`config.mk`:
```
export PLATFORM = sky130hd
export DESIGN_NAME = req_encoder8_flat
export DESIGN_NICKNAME = d
export VERILOG_FILES = /design/src/rtl/req_encoder8_pkg.sv /design/src/rtl/req_encoder8_if.sv /design/src/rtl/req_encoder8_prio_enc8to3.sv /design/src/rtl/req_encoder8.sv /design/src/flat_wrapper.sv
export SDC_FILE = /design/constraint.sdc
export NUM_CORES = 1
export LEC_CHECK = 0
export BUFFER_PORTS_ARGS = -buffer_cell sky130_fd_sc_hd__buf_2
export CAP_MARGIN = 40
export CORE_MARGIN = 1
export CORE_UTILIZATION = 49
export DETAILED_ROUTE_END_ITERATION = 7
export PLACE_DENSITY = 0.83
export SLEW_MARGIN = 20
export SYNTH_ARGS = -nofsm -noshare
export SYNTH_HDL_FRONTEND = slang
export SYNTH_HIERARCHICAL = 1
export SYNTH_SLANG_ARGS = --single-unit
```
`constraint.sdc`:
```
create_clock -name clk -period 2.2 [get_ports clk]
set_input_delay 0.33 -clock clk [delete_from_list [all_inputs] [get_ports clk]]
set_output_delay 0.33 -clock clk [all_outputs]
set_load 0.005 [all_outputs]
```
`src/rtl/req_encoder8_pkg.sv`:
```
// Shared widths and FSM state type for the 8-request priority encoder.
package req_encoder8_pkg;
  localparam int REQ_W  = 8;
  localparam int CODE_W = 3;

  typedef enum logic {IDLE = 1'b0, OFFER = 1'b1} state_t;
endpackage

```
`src/rtl/req_encoder8_if.sv`:
```
// Request/offer bus between a requester+consumer (master) and the encoder (slave).
interface req_encoder8_if;
  import req_encoder8_pkg::*;

  logic              en;
  logic [REQ_W-1:0]  req;
  logic              ready;
  logic [CODE_W-1:0] code;
  logic              valid;
  logic [REQ_W-1:0]  pending;
  logic              busy;
  logic              overrun;

  modport master (output en, req, ready, input code, valid, pending, busy, overrun);
  modport slave  (input en, req, ready, output code, valid, pending, busy, overrun);
endinterface

```
`src/rtl/req_encoder8_prio_enc8to3.sv`:
```
// Combinational highest-set-index encoder; bit 7 has top priority.
module prio_enc8to3
  import req_encoder8_pkg::*;
(
  input  logic [REQ_W-1:0]  vec,
  output logic [CODE_W-1:0] idx,
  output logic              any
);
  always_comb begin
    idx = '0;
    any = |vec;
    // ascending scan so the last (highest) set bit wins
    for (int i = 0; i < REQ_W; i++)
      if (vec[i]) idx = CODE_W'(i);
  end
endmodule

```
`src/rtl/req_encoder8.sv`:
```
// Sticky request capture with a registered priority offer and valid/ready handshake.
module req_encoder8
  import req_encoder8_pkg::*;
(
  input  logic           clk,
  input  logic           rst,
  req_encoder8_if.slave  bus
);
  state_t            state_q, state_d;
  logic [REQ_W-1:0]  pending_q, pending_d, clr, cap;
  logic [CODE_W-1:0] code_q, code_d, cur_idx, nxt_idx;
  logic              valid_q, overrun_q, cur_any, nxt_any, hs;

  assign hs  = valid_q & bus.ready;
  assign clr = hs ? (REQ_W'(1) << code_q) : '0;
  assign cap = bus.en ? bus.req : '0;
  // a same-edge capture re-sets the bit being cleared
  assign pending_d = (pending_q & ~clr) | cap;

  prio_enc8to3 u_cur (.vec(pending_q), .idx(cur_idx), .any(cur_any));
  prio_enc8to3 u_nxt (.vec(pending_d), .idx(nxt_idx), .any(nxt_any));

  always_comb begin
    state_d = state_q;
    code_d  = code_q;
    case (state_q)
      IDLE: if (cur_any) begin
        state_d = OFFER;
        code_d  = cur_idx;
      end
      OFFER: if (hs) begin
        if (nxt_any) code_d  = nxt_idx;
        else         state_d = IDLE;
      end
      default: state_d = IDLE;
    endcase
  end

  always_ff @(posedge clk or posedge rst) begin
    if (rst) begin
      state_q   <= IDLE;
      pending_q <= '0;
      code_q    <= '0;
      valid_q   <= 1'b0;
      overrun_q <= 1'b0;
    end else begin
      state_q   <= state_d;
      pending_q <= pending_d;
      code_q    <= code_d;
      valid_q   <= (state_d == OFFER);
      overrun_q <= |(cap & pending_q & ~clr);
    end
  end

  assign bus.code    = code_q;
  assign bus.valid   = valid_q;
  assign bus.pending = pending_q;
  assign bus.busy    = |pending_q;
  assign bus.overrun = overrun_q;
endmodule

```
`src/flat_wrapper.sv`:
```
// flat-port wrapper written by rule: the top's interface ports become plain ports
module req_encoder8_flat import req_encoder8_pkg::*;
  (clk, rst, bus_en, bus_req, bus_ready, bus_code, bus_valid, bus_pending, bus_busy, bus_overrun);
  req_encoder8_if bus_i ();
  input  logic clk;
  input  logic rst;
  input wire logic [$bits(bus_i.en)-1:0] bus_en;
  input wire logic [$bits(bus_i.req)-1:0] bus_req;
  input wire logic [$bits(bus_i.ready)-1:0] bus_ready;
  output wire logic [$bits(bus_i.code)-1:0] bus_code;
  output wire logic [$bits(bus_i.valid)-1:0] bus_valid;
  output wire logic [$bits(bus_i.pending)-1:0] bus_pending;
  output wire logic [$bits(bus_i.busy)-1:0] bus_busy;
  output wire logic [$bits(bus_i.overrun)-1:0] bus_overrun;
  assign bus_i.en = bus_en;
  assign bus_i.req = bus_req;
  assign bus_i.ready = bus_ready;
  assign bus_code = bus_i.code;
  assign bus_valid = bus_i.valid;
  assign bus_pending = bus_i.pending;
  assign bus_busy = bus_i.busy;
  assign bus_overrun = bus_i.overrun;
  req_encoder8 u_core (.clk(clk), .rst(rst), .bus(bus_i));
endmodule
```
==> flow_metrics.py, run 1 <==
metrics = {
    "worst_setup_path": {
        "cpMostUsedCell": "nor2_1",
        "worst-setup-path-type": "reg -> reg",
        "cp_max_fo": 8,
        "critPathMaxStageDelay_ps": 460,
        "cpMaxStageDelayCell": "dfrtp_1",
        "endpoint_kind": "flop",
        "crit_arrival_ps": 2180,
        "path_cells": "and2b_1, nand2_1, a22o_1, nor2_1, nand4_1, nand3_1, o21ai_1, nor2_1, a21oi_1",
        "start_kind": "flop",
        "worstPathRequired_ps": 2340,
    },
    "sta": {
        "tightest_slew_ps": 477,
        "clock_skew_ps": 4.00,
        "hold_ws_ps": 49.3,
        "rsz0062_at_grt": "false",
        "drv_slew": 0,
        "final.min_clock_period_ps": 2040,
        "fmax_mhz": 490,
        "slew_headroom_pct": 68.2,
        "finalHoldViolations": 0,
        "tns_ps": 0,
        "finalSetupViolCount": 0,
        "period_share_pct": 92.7,
    },
    "run_status": {
        "status": "finished, final reports clean",
    },
    "floorplan": {
        "fp.dieW_microns": 42.9,
        "die_h_microns": 42.9,
        "dieArea_sq_mm": 0.00184,
        "fp-row-count": 14,
        "ios": 26,
        "core_area_sq_mm": 0.00154,
        "start_util_pct": 53.2,
    },
    "grt": {
        "grt_pass1_vias": 737,
        "antenna_found_initial": 0,
        "grt.total_usage_pct": 25.4,
        "grt_pass1_wl_mm": 3.37,
        "grt_max_degree": 14,
        "grt-ovfl-total": 0,
    },
    "synthesis": {
        "synth_area_sq_um": 820,
        "ys_seq_area_share_pct": 39.7,
        "syn_inst": 97,
        "yosysUniqueCellTypes": 24,
        "synth_top_area_share_pct": 39.7,
        "avgSynthCellArea_sq_um": 8.45,
        "synth_area_leaders": "dfrtp_1, a22o_1, nand2_1",
        "ys.warnings.count": 6,
        "ys_ff_latch": 13,
        "syn_nets": 109,
        "synth_top_area_cell": "dfrtp_1",
    },
    "detailed_routing": {
        "wire_per_inst_microns": 14.5,
        "dr.pass1.iters": 4,
        "num_vias": 845,
        "drcViolationCount": 0,
        "routed_via_density": 6.04,
        "routed_wl_mm": 2.03,
        "ant_nets": 0,
        "drt_iter0_drc": 61,
    },
    "placed_design": {
        "dp_hpwl_mm": 1.56,
        "gp_congestion": 0.877,
        "io_buffers": 25,
    },
    "final_layout": {
        "multiInputGateArea_sq_um": 435,
        "mostFrequentLayoutCells": "buf_2, nand2_1, dfrtp_1",
        "area_growth_syn_to_layout_pct": 18.8,
        "final_common_cell": "buf_2",
        "layout-drive-gt1-share_pct": 32.3,
        "diodes": 0,
        "nets": 137,
        "final_core_util_pct": 63.1,
        "regArea_sq_um": 325,
        "fill_cells": 141,
    },
    "pwr": {
        "vdd.ir_drop.worst_mv": 0.387,
        "p_clk_share_pct": 21.1,
        "power.internal_uw": 451,
        "p_leak_nw": 0.468,
        "p_sw_share_pct": 36.7,
        "combPwrFrac_pct": 32.9,
        "power_density_mw_per_mm2": 732,
        "power_frac_seq_pct": 46.1,
        "p_sw_uw": 262,
        "totalPowerFinal_uw": 713,
    },
    "cts": {
        "clk_latency_ps": 280,
        "root_buffer": "clkbuf_4",
        "clock_sinks": 13,
        "htree_levels": 1,
        "cts_buffer_depth": 2,
        "cts_tree": "built",
        "cts_setup_buffers": 0,
        "clk_pin_slew_worst_paths_ps": 80,
        "numCtsBuffers": 3,
        "cts_hold_buffers": 0,
    },
    "flow_run": {
        "drv_cap": 0,
    },
    "min_path": {
        "hp-class": "in -> async",
    },
}
worst paths after layout:
| check | from | endpoint | slack (ps) | cells past startpoint |
|---|---|---|---|---|
| worst max register to register | u_core/bus.code[2] | u_core/bus.code[0] | 160 | 9 |
| worst max-delay path | u_core/bus.code[2] | u_core/bus.code[0] | 160 | 9 |
| min in group clk | bus_en | u_core/bus.overrun | 340 | 3 |
| worst min register to register | u_core/bus.code[0] | u_core/bus.code[0] | 610 | 2 |
| max in group asynchronous | rst | u_core/bus.pending[7] | 1820 | 2 |
| worst min-delay path | rst | u_core/bus.pending[2] | 50 | 2 |
cell families after synthesis:
family,count (synthesis),share of synthesized area (%)
DFF,13,39.7
and+or+nand+nor,40,22.3
buffers and inverters,11,7.48
AOI/OAI and AO/OA,30,26.9
muxes,3,3.66
power groups by stage:
| stage | clock network [mW] | registers, mW | logic, mW |
|---|---|---|---|
| floorplan | 0 | 0.324 | 0.158 |
| global placement | 0 | 0.329 | 0.227 |
| detailed placement | 0 | 0.331 | 0.230 |
| CTS | 0.161 | 0.326 | 0.231 |
| global route | 0.173 | 0.336 | 0.256 |
| finish | 0.150 | 0.328 | 0.234 |
per-stage QoR:
step,area (sq um),setup WS [ps],instances
6_report,973,161,140
5_1_grt,973,51.2,140
4_1_cts,971,51.1,140
3_5_place_dp,945,54.6,136
3_3_place_gp,945,182,136
2_1_floorplan,820,246,97
synthesized netlist by cell type, drive strengths merged:
library cell,n
a21oi,12
a22o,8
a31oi,4
and2b,2
and3,1
and3b,1
buf,4
dfrtp,13
inv,7
mux2i,3
nand2,16
nand3,3
nand4,2
nor2,12
nor4,3
o21ai,1
o22a,1
o31ai,4
cell type report:
| cell class | instances | area share, % |
|---|---|---|
| timing repair buffer | 27 | 14.4 |
| tap | 16 | 2.06 |
| sequential | 13 | 33.4 |
| multi-input combinational | 73 | 44.7 |
| clock buffer | 4 | 2.70 |
| inverter | 7 | 2.70 |
critical path, delay by kind of cell (launching register included):
family / cells / cell delay [ps]
flops: 1 / 460
simple gates: 6 / 1010
compound gates: 3 / 440
flip-flops by register name (all words and copies together) (netlist names):
register,count
u_core/bus.pending,8
u_core/bus.code,3
u_core/bus.overrun,1
u_core/bus.valid,1
layer usage:
metal  routed length (microns)  global-route usage (%)
met5                         0                       0
met4                        59                    13.1
met3                       178                    5.11
met2                       938                    38.8
met1                       858                    33.9
repair_timing:
item / in CTS / in global routing
setup endpoints to repair: 0 / 3
resized for setup: 0 / 3
hold endpoints to repair: 0 / 0
No activity file was read; power rests on OpenSTA's default activity.
==> run 2: changes to the inputs <==
--- a/config.mk
+++ b/config.mk
@@ -5,12 +5,13 @@
 export SDC_FILE = /design/constraint.sdc
 export NUM_CORES = 1
 export LEC_CHECK = 0
+export ABC_AREA = 1
 export BUFFER_PORTS_ARGS = -buffer_cell sky130_fd_sc_hd__buf_2
 export CAP_MARGIN = 40
 export CORE_MARGIN = 1
-export CORE_UTILIZATION = 49
+export CORE_UTILIZATION = 50
 export DETAILED_ROUTE_END_ITERATION = 7
-export PLACE_DENSITY = 0.83
+export PLACE_DENSITY = 0.84
 export SLEW_MARGIN = 20
 export SYNTH_ARGS = -nofsm -noshare
 export SYNTH_HDL_FRONTEND = slang
==> run 2 against run 1 <==
Die area is 5.1% higher. The flow now finishes with violations (DRC). Combinational power is 21% lower. Critical path depth is 5 higher. Area after synthesis is 7.5% higher. Sequential cell count stayed put. Clock power hardly changed.
==> flow_metrics.py, run 2 <==
metrics = {
    "worst_setup_path": {
        "cp-endpoint": "u_core/bus.code[0]",
        "start_kind": "flop",
        "worstSetupStartpoint": "u_core/bus.valid",
        "worstReg2RegEnd": "u_core/bus.code[0]",
        "r2r_start": "u_core/bus.valid",
        "worst-setup-path-type": "reg -> reg",
        "cpMaxStageDelayCell": "dfrtp_1",
        "crit_arrival_ps": 2140,
        "path_cells": "nand2_1, nor2_4, nand2_1, nand2_1, nand2_1, nand2_1, nand2_1, nand2_1, nand2_1, nand2_1, nand2_1, or2_2, o211ai_1, o21ai_0",
        "rrSetupSlack_ps": 210,
        "rr_worst_depth": 14,
        "worstPathRequired_ps": 2360,
        "cp_max_fo": 8,
        "cpMostUsedCell": "nand2_1",
        "critPathMaxStageDelay_ps": 460,
        "endpoint_kind": "flop",
    },
    "final_layout": {
        "layoutNonFillerInstCount": 191,
        "largest_reg_flops": 8,
        "nets": 188,
        "mostFrequentLayoutCells": "nand2_1, inv_1, buf_2",
        "diodes": 0,
        "final_common_cell": "nand2_1",
        "layout-drive-gt1-share_pct": 19.4,
        "area_growth_syn_to_layout_pct": 19.0,
    },
    "synthesis": {
        "netlist_top_cells_count": "nand2_1, inv_1, nor2_1, dfrtp_1, o21ai_0",
        "ys_async_sr_fraction_pct": 100,
        "synth-simple-area-share_pct": 42.6,
        "ys_ff_latch": 13,
        "synth_area_leaders": "dfrtp_1, nand2_1, inv_1",
        "synth_edf_count": 0,
        "synth_compound_area_share_pct": 7.95,
        "synthAdderAreaFrac_pct": 0,
        "synth_top_area_cell": "dfrtp_1",
        "muxShareOfSynthArea_pct": 0,
        "synth_xor_area_share_pct": 0,
        "synth_flop_cell": "dfrtp_1",
        "ys_seq_area_share_pct": 36.9,
        "synth_top_family_by_area": "simple AND/OR/NAND/NOR gates",
        "syn_inst": 147,
        "yosysUniqueCellTypes": 14,
        "yosysMostFrequentCell": "nand2_1",
        "syn_nets": 159,
        "avgSynthCellArea_sq_um": 5.99,
        "synth_top_area_share_pct": 36.9,
        "ys.warnings.count": 6,
        "synth_area_sq_um": 881,
    },
    "cts": {
        "cts_tree": "built",
        "htree_levels": 1,
        "cts_buffer_depth": 2,
        "root_buffer": "clkbuf_4",
        "clk_pin_slew_worst_paths_ps": 80,
        "numCtsBuffers": 3,
        "clk_latency_ps": 280,
        "cts_hold_buffers": 0,
        "clock_sinks": 13,
        "cts_setup_buffers": 0,
        "cts_resized": 0,
    },
    "detailed_routing": {
        "wire_per_inst_microns": 11.9,
        "dr.pass1.iters": 6,
        "ant_nets": 0,
        "drcViolationCount": 2,
        "routed_via_density": 5.16,
        "routed_wl_mm": 2.27,
        "num_vias": 985,
        "drt_iter0_drc": 39,
    },
    "placed_design": {
        "pre_cts_ws_ps": 256,
        "gp_congestion": 0.867,
        "place_inst": 187,
        "dp_hpwl_mm": 1.76,
        "io_buffers": 25,
    },
    "floorplan": {
        "core_area_sq_mm": 0.00158,
        "die_h_microns": 44.0,
        "fp-row-count": 14,
        "fp.dieW_microns": 44.0,
        "dieArea_sq_mm": 0.00193,
        "ios": 26,
        "start_util_pct": 55.9,
    },
    "pwr": {
        "vdd.ir_drop.worst_mv": 0.490,
        "totalPowerFinal_uw": 630,
        "power_density_mw_per_mm2": 601,
        "p_leak_nw": 0.659,
    },
    "run_status": {
        "failed_checks": "DRC",
        "status": "finished with violations",
    },
    "grt": {
        "antenna_found_initial": 0,
        "grt_pass1_vias": 911,
        "grt_pass1_wl_mm": 3.68,
        "grt-ovfl-total": 0,
        "grt_max_degree": 14,
        "grt.total_usage_pct": 26.6,
    },
    "sta": {
        "finalHoldViolations": 0,
        "fmax_mhz": 503,
        "period_share_pct": 90.4,
        "finalSetupViolCount": 0,
        "layout_setup_ws_ps": 212,
        "tns_ps": 0,
        "final.min_clock_period_ps": 1990,
        "rsz0062_at_grt": "false",
        "tightest_slew_ps": 482,
        "drv_slew": 0,
        "clock_skew_ps": 6.22,
        "slew_headroom_pct": 67.8,
    },
    "min_path": {
        "hp-class": "in -> async",
    },
    "flow_run": {
        "drv_cap": 0,
    },
}
[run 2: cell count changes in the layout (fill, tap and decap cells not counted), sizes merged, moves of 3 or more]
| cell | previous run | this run |
|---|---|---|
| o21ai | 1 | 10 |
| a31oi | 4 | 0 |
| a21oi | 12 | 1 |
| or2 | 0 | 3 |
| nor3 | 0 | 3 |
| inv | 7 | 28 |
| nand2 | 16 | 63 |
| o31ai | 4 | 0 |
| nor2 | 12 | 17 |
| mux2i | 3 | 0 |
| a22o | 8 | 0 |
[run 2: layout make-up]
type | count | area, sq um
tap | 16 | 20.0
timing repair buffer | 25 | 125
sequential | 13 | 325
inverter | 28 | 105
multi-input combinational | 105 | 445
clock buffer | 3 | 22.5
clock inverter | 1 | 5.00
fill | 152 | 528
[run 2: routing by layer]
metal / vias up / wire (microns) / track usage [%] / part of all wire, %
met1: 437 / 911 / 30.3 / 40
li1: 496 / - / - / -
met2: 45 / 1140 / 47.8 / 50
met3: 7 / 180 / 6.25 / 7.9
met5: - / 0 / 0 / 0
met4: 0 / 33 / 10.3 / 1.5
[run 2: worst min-delay path by stage]
| stage | slack, ps | cells past startpoint | to |
|---|---|---|---|
| final | 50 | 2 | u_core/bus.code[0] |
| after global routing | 90 | 2 | u_core/bus.code[0] |
| after global placement | 370 | 2 | u_core/bus.overrun |
| after floorplan | 210 | 1 | u_core/bus.code[0] |
| after CTS | 60 | 2 | u_core/bus.code[0] |
| after detailed placement | 370 | 2 | u_core/bus.pending[0] |
[run 2: critical path, delay by kind of cell (launching register included)]
family,cells,cell delay [ps]
AO/OA/AOI/OAI,2,240
flip-flops,1,460
AND/OR/NAND/NOR,12,1160
[run 2: metrics by stage]
stage               hold WS [ps]  cell area [sq um]  utilization (%)
finish                      49.8               1050             66.5
global placement             367               1020             64.8
detailed placement           375               1020             64.8
global route                93.0               1050             66.5
floorplan                    207                881                -
CTS                         64.5               1050             66.5
[run 2: logic make-up after synthesis]
kind of cell    after synthesis
buf+inv                      29
compound gates               13
simple gates                 92
flops                        13
[run 2: power by group]
| group | internal (mW) | total, mW | switching (mW) |
|---|---|---|---|
| clock network | 0.0675 | 0.147 | 0.0798 |
| registers | 0.264 | 0.298 | 0.0341 |
| logic | 0.0718 | 0.185 | 0.113 |
==> run 3: changes to the inputs <==
--- a/config.mk
+++ b/config.mk
@@ -11,6 +11,7 @@
 export CORE_MARGIN = 1
 export CORE_UTILIZATION = 50
 export DETAILED_ROUTE_END_ITERATION = 7
+export GPL_TIMING_DRIVEN = 0
 export PLACE_DENSITY = 0.84
 export SLEW_MARGIN = 20
 export SYNTH_ARGS = -nofsm -noshare
==> run 3 against run 2 <==
The flow still finishes with violations (DRC). Worst hold slack improved by 22 ps. Final cell count did not move. First-iteration DRC count rose by 13%. Clock power about the same. Global-route usage is 1.9 points lower. Via count is 1.5% lower. Die area did not move. Count of clock-buffer cells in the layout rose by 1. Critical endpoint unchanged. Highest routed layer unchanged.
==> flow_metrics.py, run 3 (synthesis results as in run 2) <==
metrics = {
    "final_layout": {
        "nets": 188,
        "diodes": 0,
        "area_growth_syn_to_layout_pct": 18.9,
        "final_common_cell": "nand2_1",
        "design_area_sq_mm": 0.00105,
        "layout-drive-gt1-share_pct": 18.9,
        "layoutNonFillerInstCount": 191,
        "regArea_sq_um": 325,
        "final_core_util_pct": 66.4,
        "mostFrequentLayoutCells": "nand2_1, inv_1, buf_2",
        "multiInputGateArea_sq_um": 445,
        "largest_reg_flops": 8,
        "fill_cells": 148,
    },
    "grt": {
        "grt_pass1_wl_mm": 3.47,
        "grt-ovfl-total": 0,
        "antenna_found_initial": 0,
        "grt_max_degree": 14,
        "grt.total_usage_pct": 24.7,
        "grt_pass1_vias": 853,
    },
    "placed_design": {
        "io_buffers": 24,
        "place_inst": 187,
        "gp_congestion": 0.877,
        "dp_hpwl_mm": 1.64,
        "dpl_cell_area_sq_mm": 0.00102,
    },
    "sta": {
        "slew_headroom_pct": 65.1,
        "finalSetupViolCount": 0,
        "clock_skew_ps": 11.4,
        "final.min_clock_period_ps": 1960,
        "period_share_pct": 89.1,
        "rsz0062_at_grt": "false",
        "tns_ps": 0,
        "fmax_mhz": 510,
        "tightest_slew_ps": 523,
        "hold_ws_ps": 72.0,
        "drv_slew": 0,
        "finalHoldViolations": 0,
    },
    "pwr": {
        "vdd.ir_drop.worst_mv": 0.358,
        "p_leak_nw": 0.656,
        "power_density_mw_per_mm2": 596,
    },
    "cts": {
        "clk_latency_ps": 280,
        "htree_levels": 1,
        "cts_setup_buffers": 0,
        "cts_tree": "built",
        "cts_hold_buffers": 0,
        "numCtsBuffers": 3,
        "clk_pin_slew_worst_paths_ps": 80,
        "root_buffer": "clkbuf_4",
        "cts_buffer_depth": 2,
        "cts_resized": 0,
        "clock_sinks": 13,
    },
    "worst_setup_path": {
        "start_kind": "flop",
        "crit_arrival_ps": 2110,
        "rr_worst_depth": 13,
        "critPathMaxStageDelay_ps": 450,
        "cpMostUsedCell": "nand2_1",
        "cp_max_fo": 8,
        "path_cells": "nand2_1, nor2_4, nand2_1, nand2_1, nand2_1, inv_1, nand2_1, nor3_1, nand3_1, nand2_1, nand2_2, o211ai_1, o21ai_0",
        "r2r_start": "u_core/bus.valid",
        "cpMaxStageDelayCell": "dfrtp_1",
        "rrSetupSlack_ps": 240,
        "worstPathRequired_ps": 2350,
        "worstReg2RegEnd": "u_core/bus.code[0]",
        "endpoint_kind": "flop",
        "worst-setup-path-type": "reg -> reg",
    },
    "detailed_routing": {
        "wire_per_inst_microns": 10.8,
        "drt_iter0_drc": 44,
        "num_vias": 970,
        "drcViolationCount": 2,
        "routed_wl_mm": 2.06,
        "dr.pass1.iters": 6,
        "routed_via_density": 5.08,
        "ant_nets": 0,
    },
    "floorplan": {
        "die_h_microns": 44.0,
        "core_area_sq_mm": 0.00158,
        "start_util_pct": 55.9,
        "dieArea_sq_mm": 0.00193,
        "fp.dieW_microns": 44.0,
        "fp-row-count": 14,
        "ios": 26,
    },
    "flow_run": {
        "drv_cap": 0,
    },
    "min_path": {
        "hp-class": "in -> async",
    },
    "run_status": {
        "failed_checks": "DRC",
        "status": "finished with violations",
    },
}
-- run 3: changes by cell type in the layout (fill, tap and decap cells not counted), sizes merged --
cell / previous run / this run
clkbuf: 3 / 4
clkinv: 1 / 0
-- run 3: through the flow --
stage | total power, mW | setup slack, ps
after floorplan | 0.415 | 510
after global placement | 0.474 | 345
after detailed placement | 0.480 | 298
after CTS | 0.627 | 287
after global routing | 0.678 | 88.4
final | 0.624 | 240
-- run 3: how the worst max path moves through the flow --
stage                                 from                 end  slack (ps)
after floorplan           u_core/bus.valid  u_core/bus.code[0]         510
after global placement    u_core/bus.valid  u_core/bus.code[0]         350
after detailed placement  u_core/bus.valid  u_core/bus.code[0]         300
after CTS                 u_core/bus.valid  u_core/bus.code[0]         290
after global routing      u_core/bus.valid  u_core/bus.code[0]          90
final                     u_core/bus.valid  u_core/bus.code[0]         240
-- run 3: worst max-delay path, delay by kind of cell, from the launching register on --
kind,cells,cell delay [ps]
AOI/OAI and AO/OA,2,210
buffers and inverters,1,70
and+or+nand+nor,10,1120
DFF,1,450
-- run 3: power by group --
group / switching, mW / internal [mW] / leakage, nW
combinational: 0.110 / 0.0718 / 0.515
clock: 0.0766 / 0.0702 / 0.0150
sequential: 0.0321 / 0.264 / 0.126
-- run 3: area by class of cell --
class	count	area share (%)
clock buffers	4	2.51
plain buffers	1	0.478
inverters	28	10.0
well taps	16	1.91
repair buffers	24	11.5
flip-flops and latches	13	31.1
multi-input cells	105	42.5
-- run 3: routing by layer --
metal | global-route usage (%) | share of wire, %
met5 | 0 | 0
met4 | 8.48 | 0.63
met1 | 32.4 | 45
met3 | 6.25 | 6.3
met2 | 39.7 | 48
